===== src/rtl/fetch_pkg.sv =====
// Shared types and constants for the instruction-fetch sequencer.
package fetch_pkg;

   localparam int unsigned INST_W = 32;
   localparam int unsigned ADDR_W = 32;
   localparam logic [ADDR_W-1:0] PC_ALIGN_MASK = 32'hFFFF_FFFC;

   typedef enum logic [1:0] {
      IDLE  = 2'd0,
      RUN   = 2'd1,
      DRAIN = 2'd2,
      HALT  = 2'd3
   } fetch_state_t;

   // Branch targets are forced onto a word boundary.
   function automatic logic [ADDR_W-1:0] align_pc(input logic [ADDR_W-1:0] addr);
      return addr & PC_ALIGN_MASK;
   endfunction

endpackage


===== src/rtl/fetch_sequencer_if.sv =====
// ROM, decode-handshake and redirect bundle for fetch_sequencer.
interface fetch_sequencer_if;
   import fetch_pkg::*;

   logic [ADDR_W-1:0] rom_addr;
   logic [INST_W-1:0] rom_data;
   logic [INST_W-1:0] inst_out;
   logic [ADDR_W-1:0] pc_out;
   logic              inst_valid;
   logic              inst_ready;
   logic              redirect_valid;
   logic [ADDR_W-1:0] redirect_pc;

   modport master (
      output rom_addr, inst_out, pc_out, inst_valid,
      input  rom_data, inst_ready, redirect_valid, redirect_pc
   );

   modport slave (
      input  rom_addr, inst_out, pc_out, inst_valid,
      output rom_data, inst_ready, redirect_valid, redirect_pc
   );

endinterface


===== src/rtl/fetch_out_reg.sv =====
// One-entry valid/ready holding register between fetch and decode.
module fetch_out_reg
   import fetch_pkg::*;
(
   input  logic              clk,
   input  logic              rst_n,
   input  logic              load,
   input  logic              hold,
   input  logic              flush,
   input  logic [INST_W-1:0] d_inst,
   input  logic [ADDR_W-1:0] d_pc,
   output logic [INST_W-1:0] inst_q,
   output logic [ADDR_W-1:0] pc_q,
   output logic              valid_q
);

   // flush beats load beats hold; with none of them the entry empties.
   always_ff @(posedge clk or negedge rst_n) begin
      if (!rst_n) begin
         inst_q  <= '0;
         pc_q    <= '0;
         valid_q <= 1'b0;
      end else if (flush) begin
         valid_q <= 1'b0;
      end else if (load) begin
         inst_q  <= d_inst;
         pc_q    <= d_pc;
         valid_q <= 1'b1;
      end else if (!hold) begin
         valid_q <= 1'b0;
      end
   end

endmodule


===== src/rtl/fetch_sequencer.sv =====
// Instruction-fetch controller: PC, ROM addressing, output stage, redirects.
// Optional macro FETCH_HALT_ON_ZERO_EN stops fetch on an all-zero ROM word.
module fetch_sequencer
   import fetch_pkg::*;
#(
   parameter logic [ADDR_W-1:0] RESET_PC = 32'd0,
   parameter logic [ADDR_W-1:0] PC_LIMIT = 32'd20,
   parameter logic [ADDR_W-1:0] PC_STEP  = 32'd4
) (
   input  logic               clk,
   input  logic               rst_n,
   input  logic               start,
   output logic               halted,
   fetch_sequencer_if.master  fif
);

   fetch_state_t      state_q, state_d;
   logic [ADDR_W-1:0] pc_q, pc_d;
   logic              halted_d;
   logic              load, hold, flush;
   logic              xfer_c, slot_free_c, zero_word_c;

   assign fif.rom_addr = pc_q;
   assign xfer_c       = fif.inst_valid & fif.inst_ready;
   assign slot_free_c  = ~fif.inst_valid | xfer_c;

`ifdef FETCH_HALT_ON_ZERO_EN
   assign zero_word_c = (fif.rom_data == INST_W'(0));
`else
   assign zero_word_c = 1'b0;
`endif

   // Next state, next PC and output-stage controls.
   always_comb begin
      state_d = state_q;
      pc_d    = pc_q;
      load    = 1'b0;
      flush   = 1'b0;
      hold    = fif.inst_valid & ~fif.inst_ready;
      unique case (state_q)
         IDLE: begin
            if (start) begin
               state_d = RUN;
               pc_d    = RESET_PC;
            end
         end
         RUN: begin
            if (fif.redirect_valid) begin
               flush = 1'b1;
               pc_d  = align_pc(fif.redirect_pc);
            end else if (zero_word_c) begin
               state_d = slot_free_c ? HALT : DRAIN;
            end else if (slot_free_c) begin
               load = 1'b1;
               if (pc_q == PC_LIMIT) state_d = DRAIN;
               else                  pc_d    = pc_q + PC_STEP;
            end
         end
         DRAIN: begin
            if (fif.redirect_valid) begin
               flush   = 1'b1;
               pc_d    = align_pc(fif.redirect_pc);
               state_d = RUN;
            end else if (slot_free_c) begin
               state_d = HALT;
            end
         end
         HALT: begin
            if (start) begin
               state_d = RUN;
               pc_d    = RESET_PC;
            end
         end
         default: state_d = IDLE;
      endcase
      halted_d = (state_d == HALT);
   end

   always_ff @(posedge clk or negedge rst_n) begin
      if (!rst_n) begin
         state_q <= IDLE;
         pc_q    <= RESET_PC;
         halted  <= 1'b0;
      end else begin
         state_q <= state_d;
         pc_q    <= pc_d;
         halted  <= halted_d;
      end
   end

   fetch_out_reg u_out (
      .clk     (clk),
      .rst_n   (rst_n),
      .load    (load),
      .hold    (hold),
      .flush   (flush),
      .d_inst  (fif.rom_data),
      .d_pc    (pc_q),
      .inst_q  (fif.inst_out),
      .pc_q    (fif.pc_out),
      .valid_q (fif.inst_valid)
   );

endmodule


===== src/flat_wrapper.sv =====
// flat-port wrapper written by rule: the top's interface ports become plain ports
module fetch_sequencer_flat import fetch_pkg::*;
#(
   parameter logic [ADDR_W-1:0] RESET_PC = 32'd0,
   parameter logic [ADDR_W-1:0] PC_LIMIT = 32'd20,
   parameter logic [ADDR_W-1:0] PC_STEP  = 32'd4
)
  (clk, rst_n, start, halted, fif_rom_addr, fif_inst_out, fif_pc_out, fif_inst_valid, fif_rom_data, fif_inst_ready, fif_redirect_valid, fif_redirect_pc);
  fetch_sequencer_if fif_i ();
  input  logic clk;
  input  logic rst_n;
  input  logic start;
  output logic halted;
  output wire logic [$bits(fif_i.rom_addr)-1:0] fif_rom_addr;
  output wire logic [$bits(fif_i.inst_out)-1:0] fif_inst_out;
  output wire logic [$bits(fif_i.pc_out)-1:0] fif_pc_out;
  output wire logic [$bits(fif_i.inst_valid)-1:0] fif_inst_valid;
  input wire logic [$bits(fif_i.rom_data)-1:0] fif_rom_data;
  input wire logic [$bits(fif_i.inst_ready)-1:0] fif_inst_ready;
  input wire logic [$bits(fif_i.redirect_valid)-1:0] fif_redirect_valid;
  input wire logic [$bits(fif_i.redirect_pc)-1:0] fif_redirect_pc;
  assign fif_rom_addr = fif_i.rom_addr;
  assign fif_inst_out = fif_i.inst_out;
  assign fif_pc_out = fif_i.pc_out;
  assign fif_inst_valid = fif_i.inst_valid;
  assign fif_i.rom_data = fif_rom_data;
  assign fif_i.inst_ready = fif_inst_ready;
  assign fif_i.redirect_valid = fif_redirect_valid;
  assign fif_i.redirect_pc = fif_redirect_pc;
  fetch_sequencer #(.RESET_PC(RESET_PC), .PC_LIMIT(PC_LIMIT), .PC_STEP(PC_STEP)) u_core (.clk(clk), .rst_n(rst_n), .start(start), .halted(halted), .fif(fif_i));
endmodule

===== config.mk =====
export PLATFORM = sky130hd
export DESIGN_NAME = fetch_sequencer_flat
export DESIGN_NICKNAME = d
export VERILOG_FILES = /design/src/rtl/fetch_pkg.sv /design/src/rtl/fetch_sequencer_if.sv /design/src/rtl/fetch_out_reg.sv /design/src/rtl/fetch_sequencer.sv /design/src/flat_wrapper.sv
export SDC_FILE = /design/constraint.sdc
export NUM_CORES = 1
export LEC_CHECK = 0
export BUFFER_PORTS_ARGS = -buffer_cell sky130_fd_sc_hd__buf_2
export CORE_MARGIN = 3
export CORE_UTILIZATION = 45
export DETAILED_ROUTE_END_ITERATION = 6
export HOLD_SLACK_MARGIN = 0.06
export PLACE_DENSITY_LB_ADDON = 0.1
export SLEW_MARGIN = 20
export SYNTH_ARGS = -nofsm -noshare
export SYNTH_HDL_FRONTEND = slang
export SYNTH_SLANG_ARGS = --single-unit

===== constraint.sdc =====
create_clock -name clk -period 2.1 [get_ports clk]
set_clock_uncertainty 0.2 [all_clocks]
set_input_delay 0.63 -clock clk [delete_from_list [all_inputs] [get_ports clk]]
set_output_delay 0.63 -clock clk [all_outputs]
set_load 0.01 [all_outputs]

Yosys cells after proc, flatten, opt, wreduce, memory -nomap -nowiden
Index checks and enable logic that the tools add are counted.

cells by class
  eq/ne operators = 10
  reduce and logical (&&, ||, !) cells = 5
  bitwise operators = 6
  mux-type cells = 21
  add/sub/neg operators = 1

operator list
  cell                   number
  $mux 32                5
  $pmux 32 s3            1
  $add 32x3->32 const B  1
  $eq 32x5->1 const B    1
  $mux 2                 6
  $mux 1                 8
  $eq 2x2->1 const B     3
  $pmux 2 s3             1
  $reduce_and 4->1       1
  $reduce_or 2->1        2
  $ne 3x1->1 const B     1
  $ne 3x2->1 const B     1
  $ne 3x3->1 const B     1
  $not 1->1              3
  $and 1x1->1            2
  $eq 2x1->1 const B     1
  $logic_not 2->1        1
  $ne 2x1->1 const B     1
  $ne 2x2->1 const B     1
  $reduce_and 2->1       1
  $or 1x1->1             1

word-level totals
  output and inout port bits = 98
  register bits = 100
  bits of input ports = 69
  word-level logic and storage cells = 49

Logic depth before layout (Yosys ltp)
  depth in word-level cells = 7
  gate-level depth with buffers = 8
  gate-level depth less buffers = 7

Hierarchy
Synthesis repeated with hierarchy kept, for this count alone.

second synthesis, totals
  cells, all modules = 435
  area total of the unflattened synthesis = 5,262.5 um^2

by module, submodules not included
  module           cells each  area an instance (um^2)  seq. area each (um^2)  instances
  fetch_out_reg    139         2,735.1                  1,626.6                1
  fetch_sequencer  296         2,527.4                  825.8                  1

Least setup slack after synthesis
Ideal clock, no wire load.

  path kind = reg2reg
  from = register u_core.pc_q[2], in the netlist u_core.fif.rom_addr[2]
  to = register u_core.pc_q[16], in the netlist u_core.fif.rom_addr[16]
  path slack = -0.020 ns
  arrival time = 1.838 ns
  period minus slack after synthesis = 2.120 ns
  buffers on the path = 0
  required time = 1.818 ns
  cell stages (with the launch flop) = 7
  setup time = 0.082 ns
  cells stage by stage = dfrtp_1 -> ha_1 -> nand3_1 -> nor3_1 -> nand4_1 -> o31a_1 -> o22ai_1

between the ends
  word-level cells in the longest chain between the ends = 5
  elaborated cells between the ends (all ways) = 8
  those cells by class = 1 x add/sub; 2 x eq/ne; 4 x mux; 1 x reduce/logical

ends and longest elaborated chain
  what                      RTL line               RTL
  start: declaration        fetch_sequencer.sv:18  logic [ADDR_W-1:0] pc_q, pc_d;
  start signal: assignment  fetch_sequencer.sv:86  pc_q <= pc_d;
  $add 32x3->32             fetch_sequencer.sv:56  else pc_d = pc_q + PC_STEP;
  $mux 32                   fetch_sequencer.sv:55  if (pc_q == PC_LIMIT) state_d = DRAIN;
  $mux 32                   fetch_sequencer.sv:53  end else if (slot_free_c) begin
  $mux 32                   fetch_sequencer.sv:48  if (fif.redirect_valid) begin
  $pmux 32 s3               fetch_sequencer.sv:40  unique case (state_q)

Several ways; a longest one is shown, not always the timed one. The select of a mux whose other input is x is not followed.
A chain may end at the register's enable or synchronous reset.

Worst setup path after layout
  from = register u_core.pc_q[9], in the netlist u_core.fif.rom_addr[9]
  to = register u_core.pc_q[27], in the netlist u_core.fif.rom_addr[27]

Same word-level chain as after synthesis.

==> flow_summary.ini <==
[run_status]
status = complete, but fails checks
violations = setup timing

[clocking]
cts.sinks = 96
cts_buffers = 9
cts_tree = built
clkSlewWorstSetupHoldPaths_ps = 100
cts.path.max_buffers = 2
h-tree-depth = 3
clk_latency_ps = 370
cts-root-buf = clkbuf_8

[layout]
layout-drive-gt1-share_pct = 50.8
n_antenna_cell = 0
syn2layout_area_growth_pct = 41.5
fin_nets = 732
fill_cells = 814

[synthesis]
syn_avg_cell_area_um2 = 10.3
synth_most_common_cell = dfrtp_1
syn_inst = 449
synth_commonest_cells = 96 x dfrtp_1, 55 x mux2_2, 47 x o21ai_0
yosysTopAreaCell = dfrtp_1
synth_edf_count = 0
ys_warn_count = 0
ys_types = 41
synth_ff_type = dfrtp_1
synthTopCellsByArea = dfrtp_1 52%, mux2_2 13%, o21ai_0 5.1%
async_reset_ff_share_pct = 100
yosysSeqAreaShare_pct = 51.8
synth_top_cell_area_share_pct = 51.8
netlist_area_mm2 = 0.00464
ys_seq_elements = 96

[worst_setup_path]
cp-end-kind = register
startpoint_type = register
crit_type = register to register
required_ps = 2190
cp_max_fo = 7
cp.arrival_ps = 2270

[timing]
fmax_mhz = 458
min_period_ps = 2180
setup_ws_ps = -83.3
hold_viol = 0
rsz0062_at_grt = yes
setup_violations = 28
slew_viol_final = 0
min_period_over_period_pct = 104

[route]
vias = 4413
wl_per_cell_um = 17.7
firstDrtPassIters = 6
wirelength_mm = 14.1
ant_nets = 0
drt-initial-drc-count = 422
vias_per_cell = 5.54
drc_errors = 0

[floorplanning]
die_w_um = 108
initial_utilization_pct = 46.8
io_pins = 167
die_area_mm2 = 0.0116
fp.coreArea_mm2 = 0.00991
rows = 36
fp.dieH_um = 108

[power]
combPwrFrac_pct = 49.9
p_switching_mw = 3.45
power_frac_seq_pct = 35.5
peakVddDrop_mv = 0.568
p_int_mw = 5.31
switching_share_pct = 39.4
pwr-share-clk_pct = 14.6
p_leak_nw = 3.17
power.total_mw = 8.76
power-per-cell-area_mw_per_mm2 = 1330

[placed_design]
dp_hpwl_mm = 9.53
gp_congestion = 0.838
dp_slack_ps = -125
io_buffers = 160

[global_routing]
track_usage_pct = 23.0
antenna_found_initial = 0
grt_max_degree = 45
grt_pass1_wl_mm = 20.8
gr-total-overflow = 0
grt_pass1_vias = 4184

[run]
cap_violations = 0

[worst_hold_path]
min_path_type = register to register
layer usage:
layer / global-route usage, % / wire (um)
met2: 35.1 / 6450
met3: 3.48 / 1000
met4: 10.7 / 420
met5: 0 / 0
met1: 32.3 / 6220
path summary, 6_finish.rpt:
path	start	end	slack, ps	cells after the start
setup / recovery	u_core.fif.rom_addr[9]	u_core.fif.rom_addr[27]	-80	8
hold / removal	u_core.u_out.pc_q[7]	u_core.u_out.pc_q[7]	290	2
setup reg to reg	u_core.fif.rom_addr[9]	u_core.fif.rom_addr[27]	-80	8
hold reg to reg	u_core.u_out.pc_q[7]	u_core.u_out.pc_q[7]	290	2
max in group asynchronous	rst_n	u_core.u_out.pc_q[24]	610	3
min in group asynchronous	rst_n	u_core.u_out.inst_q[3]	500	2
worst max-delay path: stages, from the launching register on:
cell and delay, ps:
dfrtp_1 460, nor4b_2 340, nand2_1 170, nor3_4 280, a2bb2oi_4 190, buf_12 160
clkbuf_16 160, a21oi_1 40, o22ai_1 110
sequential cells by signal (all words and copies together), names as in the netlist:
name,flops
u_core.halted,1
u_core.u_out.inst_q,32
u_core.u_out.valid_q,1
u_core.state_q,2
u_core.fif.rom_addr,30
u_core.u_out.pc_q,30
repair_timing:
action                                  CTS  global route
resized for setup                        16            48
endpoints found under the setup margin   31            32
hold buffers                              1             0
cloned                                    1             4
endpoints found under the hold margin    20             0
pin swaps                                 6            17
buffers inserted                          1             4
power groups by stage:
stage          clock network [mW]  registers [mW]  logic [mW]
2_1_floorplan                   0            3.51        1.61
6_report                     1.28            3.11        4.37
4_1_cts                      1.31            3.09        4.06
5_1_grt                      1.38            3.19        4.71
3_3_place_gp                    0            3.04        3.81
3_5_place_dp                    0            3.10        3.88
cell families (layout without fill, tap and decap cells):
kind of cell / after synthesis / in the layout / synth area share [%]
AND/OR/NAND/NOR: 132 / 132 / 14.5
AO/OA/AOI/OAI: 116 / 116 / 14.7
flip-flops: 96 / 96 / 51.8
multiplexers: 55 / 55 / 13.3
buffers and inverters: 44 / 255 / 4.21
adder cells (fa/ha/maj): 5 / 5 / 1.35
other: 1 / 4 / 0.0808
cell type report:
cell class	instances	area [um^2]	share of cell area [%]
repair buffers	225	1470	22.4
multi-input cells	312	2260	34.5
clock buffers	12	155	2.36
inverters	14	52.6	0.800
flip-flops and latches	96	2410	36.7
well taps	133	166	2.53
clock inverters	4	52.6	0.800
placed cells by master, fill, tap and decap left out, types with 5 or more instances in the layout:
cell,count
a21oi_1,30
a22oi_1,5
buf_12,8
buf_2,159
buf_4,52
clkbuf_8,11
dfrtp_1,92
inv_1,14
mux2_2,55
nand2_1,36
nand3_1,11
nand4_1,8
nor2_1,27
nor3_1,10
nor4_1,9
nor4_2,5
o21ai_0,24
o21ai_1,19
o22ai_1,6
o2bb2ai_2,6
stage by stage:
stage          hold slack (ps)  utilization, %  TNS [ps]  std cells  cell area [um^2]
5_1_grt                    271            66.3     -4090        796              6570
2_1_floorplan              134               -         0        452              4650
6_report                   287            66.3     -1420        796              6570
3_5_place_dp               270            60.4     -3640        770              5990
3_3_place_gp               259            60.4     -1370        770              5990
4_1_cts                    275            63.9      -272        789              6330
No activity file was read; power rests on OpenSTA's default activity.
